==> config.mk <==
export PLATFORM = sky130hd
export DESIGN_NAME = uart_rx_fifo
export DESIGN_NICKNAME = d
export VERILOG_FILES = /design/src/rtl/uart_rx_fifo.sv
export SDC_FILE = /design/constraint.sdc
export NUM_CORES = 1
export LEC_CHECK = 0
export BUFFER_PORTS_ARGS = -buffer_cell sky130_fd_sc_hd__clkbuf_2
export CORE_ASPECT_RATIO = 1.1
export CORE_UTILIZATION = 46
export CTS_CLUSTER_SIZE = 8
export DETAILED_ROUTE_END_ITERATION = 10
export HOLD_SLACK_MARGIN = 0.15
export PLACE_DENSITY = 0.61
export SYNTH_ARGS = -nofsm -noshare
export SYNTH_HDL_FRONTEND = slang
export SYNTH_SLANG_ARGS = --single-unit
==> constraint.sdc <==
create_clock -name Clk_Rx -period 4.6 [get_ports Clk_Rx]
set_clock_uncertainty 0.05 [all_clocks]
set_input_delay 0.23 -clock Clk_Rx [delete_from_list [all_inputs] [get_ports Clk_Rx]]
set_output_delay 0.23 -clock Clk_Rx [all_outputs]
set_load 0.01 [all_outputs]
==> src/rtl/uart_rx_fifo.sv <==
// Receive buffer behind the UART receiver: edge-detected capture into a first-word-fall-through FIFO.
// Latency: a word captured at edge E is visible on Rd_Valid/Rd_Data/Fifo_Count right after E.
// Backpressure: Rx_Start drops while full; words arriving while full (and not popped) set Overflow.
module uart_rx_fifo #(
  parameter int WORD_SIZE = 8,
  parameter int DEPTH     = 16
) (
  input  logic                       Clk_Rx,
  input  logic                       Rst,
  input  logic [WORD_SIZE-1:0]       Rx_Data,
  input  logic                       Rx_Done,
  input  logic                       Rx_Error,
  output logic                       Rx_Start,
  output logic [WORD_SIZE-1:0]       Rd_Data,
  output logic                       Rd_Valid,
  input  logic                       Rd_Ready,
  output logic [$clog2(DEPTH):0]     Fifo_Count,
  output logic                       Overflow,
  output logic [7:0]                 Frame_Err_Cnt,
  input  logic                       Clr_Status
);

  localparam int AW = $clog2(DEPTH);
  localparam int CW = AW + 1;

  logic [WORD_SIZE-1:0] mem [DEPTH];
  logic [AW-1:0]        wr_ptr;
  logic [AW-1:0]        rd_ptr;
  logic [CW-1:0]        count_next;
  logic                 done_q;
  logic                 err_q;
  logic                 push;
  logic                 err_evt;
  logic                 pop;
  logic                 full;
  logic                 empty;
  logic                 wr_en;
  logic                 ovf_evt;

  // Rising-edge detection; both history bits reset high so a level already
  // asserted when reset releases is not mistaken for a new event.
  assign push    = Rx_Done & ~done_q;
  assign err_evt = Rx_Error & ~err_q;

  assign full  = (Fifo_Count == CW'(DEPTH));
  assign empty = (Fifo_Count == '0);

  assign Rd_Valid = ~empty;
  assign Rd_Data  = Rd_Valid ? mem[rd_ptr] : '0;
  assign pop      = Rd_Valid & Rd_Ready;

  // A pop in the same cycle frees the slot, so a push into a full FIFO is accepted then.
  assign wr_en   = push & (~full | pop);
  assign ovf_evt = push & full & ~pop;

  // Next occupancy; simultaneous write and pop leave it unchanged.
  always_comb begin
    count_next = Fifo_Count;
    if (wr_en && !pop) begin
      count_next = Fifo_Count + CW'(1);
    end else if (!wr_en && pop) begin
      count_next = Fifo_Count - CW'(1);
    end
  end

  // Edge-detect history registers.
  always_ff @(posedge Clk_Rx or posedge Rst) begin
    if (Rst) begin
      done_q <= 1'b1;
      err_q  <= 1'b1;
    end else begin
      done_q <= Rx_Done;
      err_q  <= Rx_Error;
    end
  end

  // Storage array; contents are deliberately left unreset.
  always_ff @(posedge Clk_Rx) begin
    if (wr_en) begin
      mem[wr_ptr] <= Rx_Data;
    end
  end

  // Pointers, occupancy and receive enable; pointers wrap naturally at DEPTH.
  always_ff @(posedge Clk_Rx or posedge Rst) begin
    if (Rst) begin
      wr_ptr     <= '0;
      rd_ptr     <= '0;
      Fifo_Count <= '0;
      Rx_Start   <= 1'b0;
    end else begin
      if (wr_en) begin
        wr_ptr <= wr_ptr + AW'(1);
      end
      if (pop) begin
        rd_ptr <= rd_ptr + AW'(1);
      end
      Fifo_Count <= count_next;
      Rx_Start   <= (count_next != CW'(DEPTH));
    end
  end

  // Sticky status: a new event in the same cycle as a clear takes priority.
  always_ff @(posedge Clk_Rx or posedge Rst) begin
    if (Rst) begin
      Overflow      <= 1'b0;
      Frame_Err_Cnt <= 8'd0;
    end else begin
      if (ovf_evt) begin
        Overflow <= 1'b1;
      end else if (Clr_Status) begin
        Overflow <= 1'b0;
      end
      if (err_evt) begin
        if (Clr_Status) begin
          Frame_Err_Cnt <= 8'd1;
        end else if (Frame_Err_Cnt != 8'hFF) begin
          Frame_Err_Cnt <= Frame_Err_Cnt + 8'd1;
        end
      end else if (Clr_Status) begin
        Frame_Err_Cnt <= 8'd0;
      end
    end
  end

endmodule

==> flow_results.xml <==
<?xml version="1.0" encoding="UTF-8"?>
<metrics>
  <group name="run_status">
    <metric name="outcome" unit="">finished clean</metric>
  </group>
  <group name="power">
    <metric name="comb_power_share" unit="">0.254</metric>
    <metric name="clock_power_share" unit="">0.318</metric>
    <metric name="seqPwrFrac" unit="">0.429</metric>
    <metric name="power.density" unit="mW/mm2">588</metric>
    <metric name="switching_share" unit="">0.279</metric>
    <metric name="p_sw" unit="mW">1.18</metric>
    <metric name="cell_internal_pwr" unit="mW">3.05</metric>
    <metric name="power.static_leakage" unit="nW">2.46</metric>
    <metric name="vdd_ir_drop_max" unit="mV">0.281</metric>
  </group>
  <group name="worst_setup_path">
    <metric name="cp_num_buf_inv" unit="">2</metric>
    <metric name="criticalPathCategory" unit="">reg -&gt; out</metric>
    <metric name="cp.required" unit="ns">4.32</metric>
    <metric name="setup.worst_path.end_class" unit="">output pin</metric>
    <metric name="slowest_delay" unit="ns">0.87</metric>
    <metric name="regToRegStartpoint" unit="">Fifo_Count[0]$_DFF_PP0_</metric>
    <metric name="worst_setup_startpoint" unit="">rd_ptr[0]$_DFFE_PP0N_</metric>
    <metric name="crit_path_cell_trace" unit="">buf_4 -&gt; mux4_2 -&gt; mux4_2 -&gt; and2_1 -&gt; clkbuf_2</metric>
    <metric name="setup.worst_path.start_class" unit="">flop</metric>
    <metric name="path_common_cell" unit="">sky130_fd_sc_hd__mux4_2</metric>
    <metric name="cpLargestDelayFamily" unit="">multiplexers</metric>
    <metric name="timing.critical_path.slowest_stage_cell" unit="">sky130_fd_sc_hd__dfrtp_2</metric>
    <metric name="critical_path_peak_fanout" unit="">23</metric>
    <metric name="timing.critical_path.arrival" unit="ns">3.06</metric>
  </group>
  <group name="floorplanning">
    <metric name="core_area" unit="mm2">0.0132</metric>
    <metric name="initial_core_util" unit="">0.471</metric>
    <metric name="std_cell_rows" unit="">44</metric>
    <metric name="dieArea" unit="mm2">0.0140</metric>
    <metric name="die_height" unit="um">124</metric>
    <metric name="die_w" unit="um">113</metric>
    <metric name="design.portCount" unit="">38</metric>
  </group>
  <group name="drt">
    <metric name="detailed_router_s_first_iteration_violation_count" unit="">206</metric>
    <metric name="postRouteWirelength" unit="um">12000</metric>
    <metric name="route.detailed.wl_per_inst" unit="um">21.8</metric>
    <metric name="drc_errors" unit="">0</metric>
    <metric name="route.vias.total" unit="">3099</metric>
    <metric name="drt-vias-per-instance" unit="">5.62</metric>
    <metric name="drt_pre_antenna_iters" unit="">4</metric>
    <metric name="ant_nets" unit="">0</metric>
  </group>
  <group name="synth">
    <metric name="synth_area_leader_cell" unit="">sky130_fd_sc_hd__edfxtp_1</metric>
    <metric name="mappedNetlistArea" unit="mm2">0.00622</metric>
    <metric name="synthTopCellsByArea" unit="">sky130_fd_sc_hd__edfxtp_1, sky130_fd_sc_hd__mux4_2, sky130_fd_sc_hd__dfrtp_1</metric>
    <metric name="number_of_synthesized_register_bits" unit="">153</metric>
    <metric name="ys_top_cells_by_count" unit="">sky130_fd_sc_hd__edfxtp_1, sky130_fd_sc_hd__mux4_2, sky130_fd_sc_hd__dfrtp_1</metric>
    <metric name="postSynth.topFlopCell" unit="">sky130_fd_sc_hd__edfxtp_1</metric>
    <metric name="postSynth.asyncResetShare" unit="">0.163</metric>
    <metric name="post-synth-top-area-fraction" unit="">0.617</metric>
    <metric name="synth.yosys.seq_area_share" unit="">0.718</metric>
    <metric name="synth.lib_cells_used.distinct" unit="">42</metric>
    <metric name="syn_nets" unit="">349</metric>
    <metric name="synth_area_per_cell" unit="um2">19.0</metric>
    <metric name="yosysWarnings" unit="">0</metric>
    <metric name="synthMostInstantiatedCell" unit="">sky130_fd_sc_hd__edfxtp_1</metric>
    <metric name="synth_cells" unit="">327</metric>
    <metric name="synth_enable_flop_cells" unit="">128</metric>
  </group>
  <group name="place">
    <metric name="dp_cells" unit="">514</metric>
    <metric name="gp_congestion" unit="">0.792</metric>
    <metric name="port_buffers" unit="">37</metric>
    <metric name="dp_hpwl" unit="um">7560</metric>
  </group>
  <group name="final_layout">
    <metric name="layout-drive-gt1-share" unit="">0.297</metric>
    <metric name="antenna_cells_inserted" unit="">0</metric>
    <metric name="nFillCells" unit="">1053</metric>
    <metric name="area_growth" unit="%">15.7</metric>
    <metric name="final_cell_count_no_fill" unit="">551</metric>
    <metric name="nets" unit="">399</metric>
    <metric name="final_core_util" unit="">0.545</metric>
  </group>
  <group name="sta">
    <metric name="timing.fmax" unit="MHz">300</metric>
    <metric name="rsz0062_at_grt" unit="">false</metric>
    <metric name="setup-violations-final" unit="">0</metric>
    <metric name="totalNegativeSetupSlack" unit="ns">0</metric>
    <metric name="fin_crit" unit="ns">3.34</metric>
    <metric name="hold_violations" unit="">0</metric>
    <metric name="slew_headroom" unit="">0.175</metric>
    <metric name="finalMaxSlewViolations" unit="">0</metric>
    <metric name="layout_worst_path_cycle_share" unit="">0.725</metric>
    <metric name="tightest_slew" unit="ns">1.23</metric>
  </group>
  <group name="global_route">
    <metric name="grt.overflow.total" unit="">0</metric>
    <metric name="number_of_antenna_violations_at_the_first_check_in_global_routing" unit="">0</metric>
    <metric name="global_route_wire_length_before_repair" unit="um">18600</metric>
    <metric name="grt_start_max_net_pins" unit="">36</metric>
    <metric name="vias_in_the_first_global_route" unit="">3154</metric>
    <metric name="grt_usage" unit="">0.192</metric>
  </group>
  <group name="clock_tree">
    <metric name="cts.sink_count" unit="">153</metric>
    <metric name="cts.htree.levels" unit="">4</metric>
    <metric name="cts_buffer_depth" unit="">2</metric>
    <metric name="cts_post_setup_buffers_inserted" unit="">0</metric>
    <metric name="clk-insertion-delay-late" unit="ns">0.41</metric>
    <metric name="cts_tree" unit="">yes</metric>
    <metric name="clockRootBuffer" unit="">sky130_fd_sc_hd__clkbuf_16</metric>
    <metric name="total_clock_buffers_created_by_cts" unit="">17</metric>
    <metric name="clkSlewWorstSetupHoldPaths" unit="ns">0.06</metric>
  </group>
  <group name="run">
    <metric name="max_cap_viol_count" unit="">0</metric>
  </group>
  <group name="worst_hold_path">
    <metric name="hold_class" unit="">in -&gt; reg</metric>
    <metric name="hold_path_startpoint" unit="">Rx_Data[0]</metric>
  </group>
</metrics>
## placed cells by master, fill, tap and decap left out, types with 4 or more instances in the layout
master,instances
sky130_fd_sc_hd__and2_1,8
sky130_fd_sc_hd__clkbuf_1,4
sky130_fd_sc_hd__clkbuf_16,17
sky130_fd_sc_hd__clkbuf_2,37
sky130_fd_sc_hd__clkinv_1,5
sky130_fd_sc_hd__dfrtp_1,22
sky130_fd_sc_hd__dlygate4sd3_1,5
sky130_fd_sc_hd__edfxtp_1,128
sky130_fd_sc_hd__ha_1,8
sky130_fd_sc_hd__inv_1,9
sky130_fd_sc_hd__mux4_2,40
sky130_fd_sc_hd__nand2_1,10
sky130_fd_sc_hd__nand4_1,4
sky130_fd_sc_hd__nor2_1,22
sky130_fd_sc_hd__nor3_1,5
sky130_fd_sc_hd__xnor2_1,10
## state kept, by name, summed over array words and instances (netlist names)
signal,count
Fifo_Count,5
Frame_Err_Cnt,8
Overflow,1
Rx_Start,1
done_q,1
err_q,1
mem,128
rd_ptr,4
wr_ptr,4
## cells by family (layout without fill, tap and decap cells)
group,Yosys count,count (layout),synth area share
compound gates,16,16,0.0197
xor+xnor,12,12,0.0169
fa+ha+maj,8,8,0.0161
buf+inv,22,85,0.0139
flops,153,153,0.718
mux,44,44,0.151
simple gates,72,72,0.0637
## stage by stage
step	worst slack, ns	instance area [um2]	power, mW	hold WS (ns)
after global routing	1.01	7200	4.44	0.200
after global placement	1.42	6580	2.91	0.282
after floorplan	2.00	6220	2.58	0.184
after CTS	1.18	7190	4.27	0.176
after detailed placement	1.33	6580	2.92	0.279
final	1.26	7200	4.23	0.198
## cell type report
class,count,area [um2],area share
clock inverters,11,129,0.0179
clock buffers,21,440,0.0611
well taps,161,201,0.0280
flip-flops and latches,153,4470,0.621
repair buffers,44,250,0.0347
inverters,9,33.8,0.00469
multi-input cells,152,1680,0.233
## metal layers
metal | track usage | wire length, um
met1 | 0.237 | 5120
met5 | 0 | 0
met2 | 0.319 | 6150
met4 | 0.0896 | 176
met3 | 0.0501 | 583
## final timing paths
kind,slack (ns),endpoint,cells past startpoint
worst max register to register,1.48,mem[1][3]$_DFFE_PP_,7
worst max-delay path,1.26,Rd_Data[5],5
worst min-delay path,0.20,mem[13][0]$_DFFE_PP_,1
min in group asynchronous,0.52,Frame_Err_Cnt[5]$_DFFE_PP0P_,3
max in group asynchronous,3.34,rd_ptr[0]$_DFFE_PP0N_,3
worst min register to register,0.49,Overflow$_DFFE_PP0P_,2
## power groups by stage
stage          sequential (mW)  clock, mW  combinational [mW]
3_5_place_dp              1.85          0                1.08
6_report                  1.81       1.34                1.07
2_1_floorplan             1.71          0               0.871
4_1_cts                   1.82       1.37                1.09
5_1_grt                   1.85       1.42                1.17
3_3_place_gp              1.84          0                1.08
## timing repair
item / 4_1_cts / 5_1_grt
resized for setup: 0 / 0
endpoints found under the hold margin: 35 / 0
setup endpoints to repair: 0 / 0
hold buffers: 5 / 0
(Power assumes the default switching activity.)
